--- src/rtl/tap_prescaler.sv ---
// Free-running binary prescaler producing single-cycle tap strobes at CLK/2^(b+1),
// with pause control and a clear request/acknowledge handshake for in-phase restarts.
module tap_prescaler #(
    parameter int unsigned WIDTH = 32,
    parameter int unsigned NTAPS = 6
) (
    input  logic             clk,
    input  logic             rst,
    input  logic             en,
    input  logic             clr_req,
    output logic             clr_ack,
    output logic [NTAPS-1:0] taps,
    output logic [WIDTH-1:0] cnt,
    output logic             running
);

    typedef enum logic [2:0] {
        StIdle,
        StRun,
        StPause,
        StClear,
        StWaitRel
    } state_e;

    function automatic int tap_bit(input int i);
        return (i * int'(WIDTH - 1)) / int'(NTAPS - 1);
    endfunction

    state_e             state_q, state_d;
    logic [WIDTH-1:0]   cnt_q, cnt_d;
    logic [NTAPS-1:0]   taps_q, taps_d;
    logic               ack_q, ack_d;
    logic               run_q, run_d;
    logic               clr_hist_q;
    logic               clr_rise;
    logic [WIDTH-1:0]   cnt_inc;
    logic [NTAPS-1:0]   tap_hit;

    assign clr_rise = clr_req & ~clr_hist_q;
    assign cnt_inc  = cnt_q + WIDTH'(1);

    // A tap fires when the incoming count has bit b set and every lower bit clear.
    for (genvar g = 0; g < int'(NTAPS); g++) begin : g_tap
        localparam int               B    = tap_bit(g);
        localparam logic [WIDTH-1:0] Mask = {WIDTH{1'b1}} >> (WIDTH - 1 - B);
        localparam logic [WIDTH-1:0] Top  = WIDTH'(1) << B;
        assign tap_hit[g] = (cnt_inc & Mask) == Top;
    end

    always_comb begin
        state_d = state_q;
        cnt_d   = cnt_q;
        taps_d  = '0;
        ack_d   = 1'b0;
        case (state_q)
            StIdle: begin
                if (clr_rise) begin
                    state_d = StClear;
                end else if (en) begin
                    state_d = StRun;
                end
            end
            StRun: begin
                if (clr_rise) begin
                    state_d = StClear;
                    cnt_d   = '0;
                end else if (!en) begin
                    state_d = StPause;
                end else begin
                    cnt_d  = cnt_inc;
                    taps_d = tap_hit;
                end
            end
            StPause: begin
                if (clr_rise) begin
                    state_d = StClear;
                    cnt_d   = '0;
                end else if (en) begin
                    state_d = StRun;
                end
            end
            StClear: begin
                cnt_d   = '0;
                ack_d   = 1'b1;
                state_d = StWaitRel;
            end
            StWaitRel: begin
                cnt_d = '0;
                if (!clr_req) begin
                    state_d = en ? StRun : StPause;
                end
            end
            default: begin
                state_d = StIdle;
                cnt_d   = '0;
            end
        endcase
        run_d = (state_d == StRun);
    end

    always_ff @(posedge clk or posedge rst) begin
        if (rst) begin
            state_q    <= StIdle;
            cnt_q      <= '0;
            taps_q     <= '0;
            ack_q      <= 1'b0;
            run_q      <= 1'b0;
            clr_hist_q <= 1'b0;
        end else begin
            state_q    <= state_d;
            cnt_q      <= cnt_d;
            taps_q     <= taps_d;
            ack_q      <= ack_d;
            run_q      <= run_d;
            clr_hist_q <= clr_req;
        end
    end

    assign cnt     = cnt_q;
    assign taps    = taps_q;
    assign clr_ack = ack_q;
    assign running = run_q;

endmodule

--- config.mk ---
export PLATFORM = sky130hd
export DESIGN_NAME = tap_prescaler
export DESIGN_NICKNAME = d
export VERILOG_FILES = /design/src/rtl/tap_prescaler.sv
export SDC_FILE = /design/constraint.sdc
export NUM_CORES = 1
export LEC_CHECK = 0
export CAP_MARGIN = 20
export CORE_MARGIN = 2
export CORE_UTILIZATION = 58
export DETAILED_ROUTE_END_ITERATION = 8
export MAX_ROUTING_LAYER = met4
export PLACE_DENSITY = 0.85
export SYNTH_ARGS = -nofsm -noshare
export SYNTH_HDL_FRONTEND = slang
export SYNTH_SLANG_ARGS = --single-unit
--- constraint.sdc ---
create_clock -name clk -period 3.6 [get_ports clk]
set_clock_uncertainty 0.1 [all_clocks]
set_input_delay 1.08 -clock clk [delete_from_list [all_inputs] [get_ports clk]]
set_output_delay 1.08 -clock clk [all_outputs]
set_load 0.01 [all_outputs]
# After elaboration in Yosys (flattened, before gate mapping)
# Index checks and enable logic that the tools add are counted.
# totals
in_bits,4
wordCells,40
ff_bits,44
# op_classes
eq_ne,12
mux,15
reduce_logical,3
add_sub_neg,1
bitwise_logic,3
# ops
op,count
two-way mux 32 bit,3
one-hot mux 32 bit (3 select lines),1
adder 32 x 1 -> 32 bit (second input constant),1
== test 32 bit (second input constant),1
== test 25 bit (second input constant),1
== test 19 bit (second input constant),1
two-way mux 6 bit,3
two-way mux 3 bit,5
== test 13 bit (second input constant),1
one-hot mux 3 bit (4 select lines),1
== test 7 bit (second input constant),1
== test 3 x 1 -> 1 bit (second input constant),2
== test 3 x 2 -> 1 bit (second input constant),2
== test 3 bit (second input constant),1
zero test 3 bit,1
!= test 3 bit (second input constant),1
AND reduction 3 bit,1
two-way mux 2 bit,1
!= test 2 bit (second input constant),1
inverter 1 bit,2
OR reduction 2 bit,1
bitwise AND 1 bit,1
two-way mux 1 bit,1

# Depth between registers and ports, before layout
# depth
word_depth,5
ltp_mapped,9
depth_no_buf,7

# Worst setup path before layout
# Ideal clock, no wire load.
# synth_path
path_type,input-to-reg
from,in clr_req
to,"reg taps_q[5], in the netlist taps[5]"
slack_ns,1.092
required_ns,3.399
setup_ns,0.101
arrival_time_ns,2.307
path_buffers,0
cell_stages,6
path_cell_list,nor2b_1 nor4b_2 nand2b_1 mux2i_1 o2111ai_1 nor4_1
# synth_via
elab_chain_len,3
# synth_lines
item,line,source
from (decl),10,"input logic clr_req,"
bitwise AND 1 bit,39,assign clr_rise = clr_req & ~clr_hist_q;
two-way mux 6 bit,64,if (clr_rise) begin
two-way mux 6 bit,55,case (state_q)
named net taps_d[5],31,"logic [NTAPS-1:0] taps_q, taps_d;"
to (signal assigned),112,taps_q <= taps_d;
to (decl),31,
# The timed path passes the listed nets, and every way through them passes these cells.
# A chain may end at the register's enable or synchronous reset.

# Worst setup path after layout
# Ends and elaborated chain as after synthesis.

==> results.ini <==
[status]
status = finished clean

[grt]
track_usage_pct = 26.54
overflow = 0
grt_pass1_wl_um = 11030
antenna_found_initial = 0
grt_max_degree = 45
grt_pass1_vias = 2287

[routing]
ant_nets = 0
vias = 2653
drtPass1Iterations = 5
drt_iter0_drc = 329
wire_per_inst_um = 15.15
drc = 0
via_per_inst = 6.155
drt-total-wl_um = 6528

[cells_and_area]
ff_latch_area_sq_um = 1101
layoutNonFillerInstCount = 431
nNetsFinal = 369
multiInputGateArea_sq_um = 1590
layout_commonest_cell = o21ai_0
diodes = 0
drive_gt1_share_pct = 6.319
layout_common_cells = o21ai_0 (48), dfrtp_1 (44), clkdlybuf4s50_1 (43)
fillers = 382
syn2layout_area_growth_pct = 18.01

[synthesis]
yosysUniqueCellTypes = 49
syn_inst = 340
syn_area_sq_um = 2855
synth-async-reset-ratio_pct = 100.0
synth-seq-cells = 44
ys_warn_count = 0
yosysSeqAreaShare_pct = 38.56
synth_edf_count = 0
avgSynthCellArea_sq_um = 8.398
syn-num-nets = 346
ys.flop_type = dfrtp_1

[critical_path]
end_kind = register
critical_path_peak_fanout = 6
start_kind = input port
rrSetupSlack_ns = 0.71
cp_data_arrival_time_ns = 2.98
rr_worst_depth = 7
path_class = in -> reg
required_ns = 3.69

[cts]
insertion_delay_ns = 0.30
cts_tree = yes
postCtsHoldBufs = 0
cts_max_level = 2
cts_setup_buffers = 0
cts_sinks = 44
clock_path_buffers = 2
root_buffer = clkbuf_8
cts_resized = 0
cts_made_buffers = 5
clk_pin_slew_worst_paths_ns = 0.09

[sta]
fin_tns_setup_ns = 0
finalCriticalPeriod_ns = 2.888
slew_headroom_pct = 41.00
hold_viol = 0
final_max_slew_viol_count = 0
max_slew.worst_pin.slew_ns = 0.8837
rsz0062_at_grt = no
fin_crit_sh_pct = 80.21
fmax_ghz = 0.3463
hold_ws_ns = 0.4271
setup_violations = 0

[pwr]
power.density_nw_per_um2 = 395.0
p_leak_nw = 1.324
ir_worst_vdd_uv = 521.7

[hold_path]
min_path_type = reg -> reg
hold_path_depth = 1

[placement]
routabilityCongestion = 0.8637
hpwl_um = 4436
io_buffers = 43
placed_cells = 423

[run]
cap_violations = 0

[floorplanning]
initial_utilization_pct = 60.45
die_w_um = 74.16
rows = 25
die_y_um = 74.16
ioPinCount = 44
core_sq_um = 4723
dieArea_sq_um = 5500

final timing paths:
check / endpoint / from
setup / recovery: taps[5]$_DFF_PP0_ / clr_req
hold / removal: cnt[31]$_DFFE_PP0P_ / cnt[31]$_DFFE_PP0P_
setup reg to reg: taps[5]$_DFF_PP0_ / cnt[0]$_DFFE_PP0P_
hold reg to reg: cnt[31]$_DFFE_PP0P_ / cnt[31]$_DFFE_PP0P_
max in group asynchronous: clr_hist_q$_DFF_PP0_ / rst
min in group asynchronous: cnt[11]$_DFFE_PP0P_ / rst
per-stage QoR:
stage	setup slack (ns)	power (mW)	instance area, sq um	util [%]
2_1_floorplan	1.092	0.8092	2855	-
3_3_place_gp	0.4967	0.9148	3243	68.66
3_5_place_dp	0.4575	0.9245	3243	68.66
4_1_cts	0.7500	1.334	3369	71.34
5_1_grt	0.5496	1.403	3369	71.34
6_report	0.7123	1.331	3369	71.34
area by class of cell:
type,count,area share [%]
multi-input cells,262,47.20
clock inverters,1,0.8912
repair buffers,46,13.44
well taps,67,2.488
flip-flops and latches,44,32.68
inverters,4,0.4456
clock buffers,7,2.859
worst max-delay path: stages:
cell and delay (ns):
clkdlybuf4s50_1 0.48, nor2b_1 0.21, nor4b_2 0.42, nand2b_1 0.10
mux2i_1 0.22, o2111ai_1 0.21, nor4_1 0.26
metal layers:
layer	GRT usage (%)	vias up	share of wire, %
met4	7.071	0	1.4
met2	40.67	84	47
met1	36.74	1253	47
met3	4.336	10	5.1
li1	-	1306	-
met5	-	-	0
sequential cells by signal (all words and copies together) (netlist names):
name,count
state_q,3
clr_hist_q,1
taps,6
clr_ack,1
cnt,32
running,1
logic make-up (layout without fill, tap and decap cells):
| logic type | Yosys count | after routing | share of synthesized area [%] |
|---|---|---|---|
| AO/OA/AOI/OAI | 101 | 101 | 21.60 |
| XOR/XNOR | 15 | 15 | 4.601 |
| adder cells (fa/ha/maj) | 2 | 2 | 0.8763 |
| buffers and inverters | 34 | 58 | 5.740 |
| flip-flops | 44 | 44 | 38.56 |
| multiplexers | 1 | 1 | 0.3506 |
| AND/OR/NAND/NOR | 143 | 143 | 28.26 |
synth_stat cells, types with 4 or more instances:
master | n | share of area (%)
a21oi_1 | 13 | 2.3
a31oi_1 | 5 | 1.1
and2_1 | 5 | 1.1
and3_1 | 9 | 2.0
and4_1 | 5 | 1.5
buf_2 | 5 | 0.88
buf_4 | 8 | 2.1
clkbuf_1 | 17 | 2.2
dfrtp_1 | 44 | 39
inv_1 | 4 | 0.53
nand2_1 | 28 | 3.7
nand3_1 | 22 | 3.9
nand4_1 | 10 | 2.2
nor2_1 | 29 | 3.8
nor3_1 | 7 | 1.2
nor4_1 | 9 | 2.0
o21ai_0 | 48 | 8.4
o31ai_1 | 13 | 3.4
xnor2_1 | 12 | 3.7
report_power, final:
group / internal [mW] / total (mW) / switching (mW)
clock network: 0.245 / 0.417 / 0.172
logic: 0.119 / 0.341 / 0.222
registers: 0.531 / 0.573 / 0.0422
total: 0.895 / 1.33 / 0.436
No activity file was read; power rests on OpenSTA's default activity.
